## src/rtl/addsub_serial.sv

```systemverilog
// addsub_serial: digit-serial two's-complement adder/subtractor.
//
// One WIDTH-bit A+B or A-B is processed DIGIT bits per clock, least
// significant digit first. An operation takes NDIG = WIDTH/DIGIT cycles.
// Subtraction is done as A + ~B + 1: B is inverted on capture and the
// carry register is preloaded with the mode bit.
//
// Parameters:
//   WIDTH  operand/result width (multiple of DIGIT)
//   DIGIT  bits processed per cycle (1..WIDTH)
//
// Ports:
//   clk    clock, all state on the rising edge
//   rst_n  asynchronous active-low reset
//   start  request, sampled only while idle
//   a, b   operands, captured with an accepted start
//   m      mode (0 = A+B, 1 = A-B), captured with an accepted start
//   busy   high while an operation is in progress
//   done   one-cycle pulse marking a new result on s/c_out/v
//   s      registered result
//   c_out  carry out of the MSB (for subtract: 1 = no borrow)
//   v      signed overflow flag
module addsub_serial #(
  parameter int WIDTH = 16,
  parameter int DIGIT = 4
) (
  input  logic             clk,
  input  logic             rst_n,
  input  logic             start,
  input  logic [WIDTH-1:0] a,
  input  logic [WIDTH-1:0] b,
  input  logic             m,
  output logic             busy,
  output logic             done,
  output logic [WIDTH-1:0] s,
  output logic             c_out,
  output logic             v
);

  localparam int NDIG  = WIDTH / DIGIT;
  localparam int CNT_W = (NDIG > 1) ? $clog2(NDIG) : 1;
  localparam logic [CNT_W-1:0] LAST_DIG = CNT_W'(NDIG - 1);

  typedef enum logic {
    IDLE = 1'b0,
    RUN  = 1'b1
  } state_t;

  state_t state_reg, state_next;

  logic [CNT_W-1:0] cnt_reg;
  logic [WIDTH-1:0] a_reg;
  logic [WIDTH-1:0] b_reg;
  logic             carry_reg;
  logic [DIGIT-1:0] sum_dig_reg [NDIG];
  logic [WIDTH-1:0] s_reg;
  logic             c_out_reg;
  logic             v_reg;
  logic             done_reg;

  logic [DIGIT-1:0] a_dig [NDIG];
  logic [DIGIT-1:0] b_dig [NDIG];
  logic [DIGIT-1:0] a_cur;
  logic [DIGIT-1:0] b_cur;
  logic [DIGIT:0]   dig_add;
  logic             msb_carry_in;
  logic             last_dig;
  logic [WIDTH-1:0] sum_full;

  // Split the working registers into digit slices for the digit mux.
  generate
    for (genvar gi = 0; gi < NDIG; gi++) begin : g_dig
      assign a_dig[gi] = a_reg[gi*DIGIT +: DIGIT];
      assign b_dig[gi] = b_reg[gi*DIGIT +: DIGIT];
    end
  endgenerate

  assign a_cur   = a_dig[cnt_reg];
  assign b_cur   = b_dig[cnt_reg];
  assign dig_add = {1'b0, a_cur} + {1'b0, b_cur} + {{DIGIT{1'b0}}, carry_reg};

  // The sum bit is a ^ b ^ carry_in, so the carry into the top bit of
  // the digit can be recovered without a second adder. Only meaningful
  // on the last digit, where that bit is the result MSB.
  assign msb_carry_in = a_cur[DIGIT-1] ^ b_cur[DIGIT-1] ^ dig_add[DIGIT-1];

  assign last_dig = (state_reg == RUN) && (cnt_reg == LAST_DIG);

  // Full result on the completion edge: earlier digits from the sum
  // register, top digit straight from the adder.
  generate
    for (genvar gi = 0; gi < NDIG; gi++) begin : g_sum
      if (gi == NDIG - 1) begin : g_top
        assign sum_full[gi*DIGIT +: DIGIT] = dig_add[DIGIT-1:0];
      end else begin : g_low
        assign sum_full[gi*DIGIT +: DIGIT] = sum_dig_reg[gi];
      end
    end
  endgenerate

  // State register
  always_ff @(posedge clk or negedge rst_n) begin
    if (!rst_n) begin
      state_reg <= IDLE;
    end else begin
      state_reg <= state_next;
    end
  end

  // Next-state logic
  always_comb begin
    state_next = state_reg;
    case (state_reg)
      IDLE:    if (start) state_next = RUN;
      RUN:     if (cnt_reg == LAST_DIG) state_next = IDLE;
      default: state_next = IDLE;
    endcase
  end

  // Datapath
  always_ff @(posedge clk or negedge rst_n) begin
    if (!rst_n) begin
      cnt_reg   <= '0;
      a_reg     <= '0;
      b_reg     <= '0;
      carry_reg <= 1'b0;
      for (int i = 0; i < NDIG; i++) begin
        sum_dig_reg[i] <= '0;
      end
      s_reg     <= '0;
      c_out_reg <= 1'b0;
      v_reg     <= 1'b0;
      done_reg  <= 1'b0;
    end else begin
      done_reg <= 1'b0;
      if (state_reg == IDLE) begin
        if (start) begin
          a_reg     <= a;
          b_reg     <= b ^ {WIDTH{m}};
          carry_reg <= m;
          cnt_reg   <= '0;
        end
      end else begin
        sum_dig_reg[cnt_reg] <= dig_add[DIGIT-1:0];
        carry_reg            <= dig_add[DIGIT];
        cnt_reg              <= last_dig ? '0 : cnt_reg + 1'b1;
        if (last_dig) begin
          s_reg     <= sum_full;
          c_out_reg <= dig_add[DIGIT];
          v_reg     <= msb_carry_in ^ dig_add[DIGIT];
          done_reg  <= 1'b1;
        end
      end
    end
  end

  assign busy  = (state_reg == RUN);
  assign done  = done_reg;
  assign s     = s_reg;
  assign c_out = c_out_reg;
  assign v     = v_reg;

endmodule

```

## config.mk

```make
export PLATFORM = sky130hd
export DESIGN_NAME = addsub_serial
export DESIGN_NICKNAME = d
export VERILOG_FILES = /design/src/rtl/addsub_serial.sv
export SDC_FILE = /design/constraint.sdc
export NUM_CORES = 1
export LEC_CHECK = 0
export CORE_ASPECT_RATIO = 0.75
export CORE_MARGIN = 2
export CORE_UTILIZATION = 45
export DETAILED_ROUTE_END_ITERATION = 12
export PLACE_DENSITY = 0.68
export SYNTH_ARGS = -nofsm -noshare
export SYNTH_HDL_FRONTEND = slang
export SYNTH_SLANG_ARGS = --single-unit
export TNS_END_PERCENT = 5
```

## constraint.sdc

```tcl
create_clock -name clk -period 3.7 [get_ports clk]
set_clock_uncertainty 0.1 [all_clocks]
set_input_delay 0.74 -clock clk [delete_from_list [all_inputs] [get_ports clk]]
set_output_delay 0.74 -clock clk [all_outputs]
set_load 0.005 [all_outputs]
```

==> results.toml <==
[layout]
multi_input_area_sq_um = 1230
fillCellCount = 531
area_growth_syn_to_layout_pct = 25.8
seq_area_sq_um = 1680
final_area_sq_um = 3800
insertedDiodeCount = 0
layout-drive-gt1-share = 0.221
nets = 331

[sta]
setup_viol = 0
maxSlewViolCount = 0
worst_slew_pin_slew_ps = 974
period_needed_ps = 2940
finalCritPeriodShare = 0.795
relSlewSlack = 0.351
worst_slack_ps = 760
grt_setup_unrepaired = "false"
fmax_mhz = 340
holdWs_ps = 310
setup-tns-final_ps = 0
hold_viol = 0

[cts]
cts_root_buf = "clkbuf_8"
cts_tree = "done"
cts_max_level = 3
clock-sinks = 67
postCtsHoldBufs = 0
postCtsResizedCells = 0
worstSkewPairLatency_ps = 340
cts_buffer_depth = 2
cts_buffers = 9
post_cts_buffers = 0
clk_pin_slew_worst_paths_ps = 60

[die]
die_area_sq_um = 7390
core_sq_um = 6410
die_y_um = 75.0
ios = 56
start_util = 0.471
num_rows = 25
die_w_um = 98.6

[worst_setup_path]
crit_chain = "mux4_2 > inv_1 > fa_1 > inv_1 > fa_1 > a21o_2 > a21oi_2 > xor2_1 > o21ai_0"
start_kind = "flip-flop"
crit_arrival_ps = 3050
cp.required_ps = 3810
slowest_stage = "dfrtp_1"
worst-path-max-fanout = 12
end_kind = "flip-flop"
worst-r2r-cell-count = 9
regToRegEndpoint = "v"
rrSetupSlack_ps = 760
crit_path_end = "v"
crit_start = "cnt_reg[0]"
critPathKind = "reg -> reg"
critPathMaxStageDelay_ps = 730
r2r_start = "cnt_reg[0]"

[placed_design]
gp_congestion = 0.837
place_ws_ps = 728
port_buffers = 55
placed_cell_area_sq_um = 3590
hpwlAfterDp_um = 3960

[logic_synthesis]
synth_compound_area_frac = 0.0617
ys_seq_area_frac = 0.555
syn_inst = 230
synth_fa_ha_area_frac = 0.0423
synth_top_family_by_area = "multiplexers"
synth_warnings = 0
yosys.area_share.simple = 0.0505
netlist_area_sq_um = 3020
ys_ff_latch = 67
ys_types = 25
synth_mux_area_frac = 0.194
synth_xor_area_frac = 0.0576
synth_area_per_cell_sq_um = 13.1
syn-num-nets = 275

[drt]
routedWlPerCell_um = 14.9
dr_total_vias = 1854
ant_nets = 0
drt_iter0_markers = 88
drt-total-wl_um = 5510
drt_pre_antenna_iters = 4
drc = 0
viasPerCell = 5.00

[pwr]
vdd_ir_drop_max_v = 0.000421
seqPwrFrac = 0.365
netSwitchingFraction = 0.341
power.leakage_nw = 1.65
p_switching_mw = 1.26
combPwrFrac = 0.460
total_power_mw = 3.69
pwr-share-clk = 0.174
p_int_mw = 2.43
power_density_nw_per_um2 = 970

[global_route]
grt-ovfl-total = 0
gr-usage-met2 = 0.235
grt_pass1_wl_um = 9010
grt_max_degree = 43
top_usage_layer = "met2"
use_met1 = 0.228
grt.total_usage = 0.164
antenna_found_initial = 0
use_met3 = 0.0650
grt_pass1_vias = 1825

[outcome]
status = "completed"

[flow_run]
maxCapViolCount = 0

[hold_path]
hold_class = "in -> async"
[routing by layer]
metal / routed length [um] / vias up / share of wire
li1: - / 893 / -
met3: 355 / 4 / 0.064
met1: 2630 / 915 / 0.48
met4: 47 / 0 / 0.0085
met2: 2480 / 42 / 0.45
met5: 0 / - / 0
[critical path, delay by kind of cell, from the launching register on]
family	cells	cell delay (ps)
flip-flops	1	730
adder cells (fa/ha/maj)	2	610
multiplexers	1	590
AO/OA/AOI/OAI	3	470
buffers and inverters	2	160
XOR/XNOR	1	160
[power by group through the flow]
stage | Clock [mW] | Combinational [mW] | Sequential (mW)
final | 0.642 | 1.70 | 1.35
after global routing | 0.698 | 1.89 | 1.40
after CTS | 0.664 | 1.72 | 1.35
after detailed placement | 0 | 1.71 | 1.37
after global placement | 0 | 1.66 | 1.36
after floorplan | 0 | 1.27 | 1.26
[synthesized netlist by cell type, drive strengths merged]
cell type | count | area [sq um]
a21o | 1 | 8.76
fa | 2 | 40.0
o31ai | 1 | 7.51
dfrtp | 67 | 1680
a211oi | 1 | 7.51
a21oi | 3 | 18.8
buf | 11 | 87.6
ha | 7 | 87.6
xnor2 | 17 | 149
nand2 | 34 | 135
inv | 7 | 26.3
nor2 | 3 | 11.3
mux2 | 36 | 405
xor2 | 2 | 25.0
mux4 | 8 | 180
nand2b | 1 | 6.26
clkbuf | 1 | 3.75
o21ai | 28 | 144
[final cells by class]
type / instances / share of cell area
clock buffer: 13 / 0.0392
tap: 81 / 0.0267
sequential: 67 / 0.441
multi-input combinational: 144 / 0.323
inverter: 7 / 0.00691
clock inverter: 2 / 0.0158
timing repair buffer: 57 / 0.148
[placed cells by master, fill, tap and decap left out]
| cell type | netlist | final |
|---|---|---|
| dfrtp_1 | 67 | 67 |
| nor2_1 | 3 | 3 |
| o21ai_1 | 4 | 4 |
| a21oi_2 | 1 | 1 |
| clkbuf_1 | 1 | 3 |
| buf_2 | 4 | 1 |
| nand2_1 | 33 | 33 |
| o21ai_0 | 23 | 23 |
| xnor2_1 | 17 | 17 |
| xor2_1 | 1 | 1 |
| a211oi_1 | 1 | 1 |
| a21oi_1 | 2 | 2 |
| bufinv_16 | 0 | 2 |
| clkbuf_8 | 0 | 10 |
| fa_1 | 2 | 2 |
| nand2b_1 | 1 | 1 |
| o21ai_2 | 1 | 1 |
| clkdlybuf4s50_1 | 0 | 54 |
| ha_1 | 7 | 7 |
| o31ai_1 | 1 | 1 |
| buf_4 | 3 | 2 |
| mux2_2 | 36 | 36 |
| a21o_2 | 1 | 1 |
| inv_1 | 7 | 7 |
| xor2_2 | 1 | 1 |
| nand2_4 | 1 | 1 |
| mux4_2 | 8 | 8 |
[worst min path at each step]
stage,start,to,slack (ps),depth (start not counted)
floorplan,rst_n,a_reg[0],340,0
global placement,b_reg[10],b_reg[10],360,2
detailed placement,sum_dig_reg[8],sum_dig_reg[8],370,2
CTS,rst_n,a_reg[9],320,1
global route,rst_n,a_reg[9],340,1
finish,rst_n,a_reg[9],310,1
[metrics by stage]
| stage | std cells | util |
|---|---|---|
| 6_report | 371 | 0.593 |
| 5_1_grt | 371 | 0.593 |
| 4_1_cts | 371 | 0.593 |
| 3_5_place_dp | 356 | 0.560 |
| 3_3_place_gp | 356 | 0.560 |
| 2_1_floorplan | 230 | - |
[cell families (layout without fill, tap and decap cells)]
kind of cell / after synthesis / count (layout)
xor gates and xnor gates: 19 / 19
DFF: 67 / 67
muxes: 44 / 44
adders and majority gates: 9 / 9
buffers and inverters: 19 / 79
and+or+nand+nor: 38 / 38
AOI/OAI and AO/OA: 34 / 34
Power figures use the tool's default switching activity.
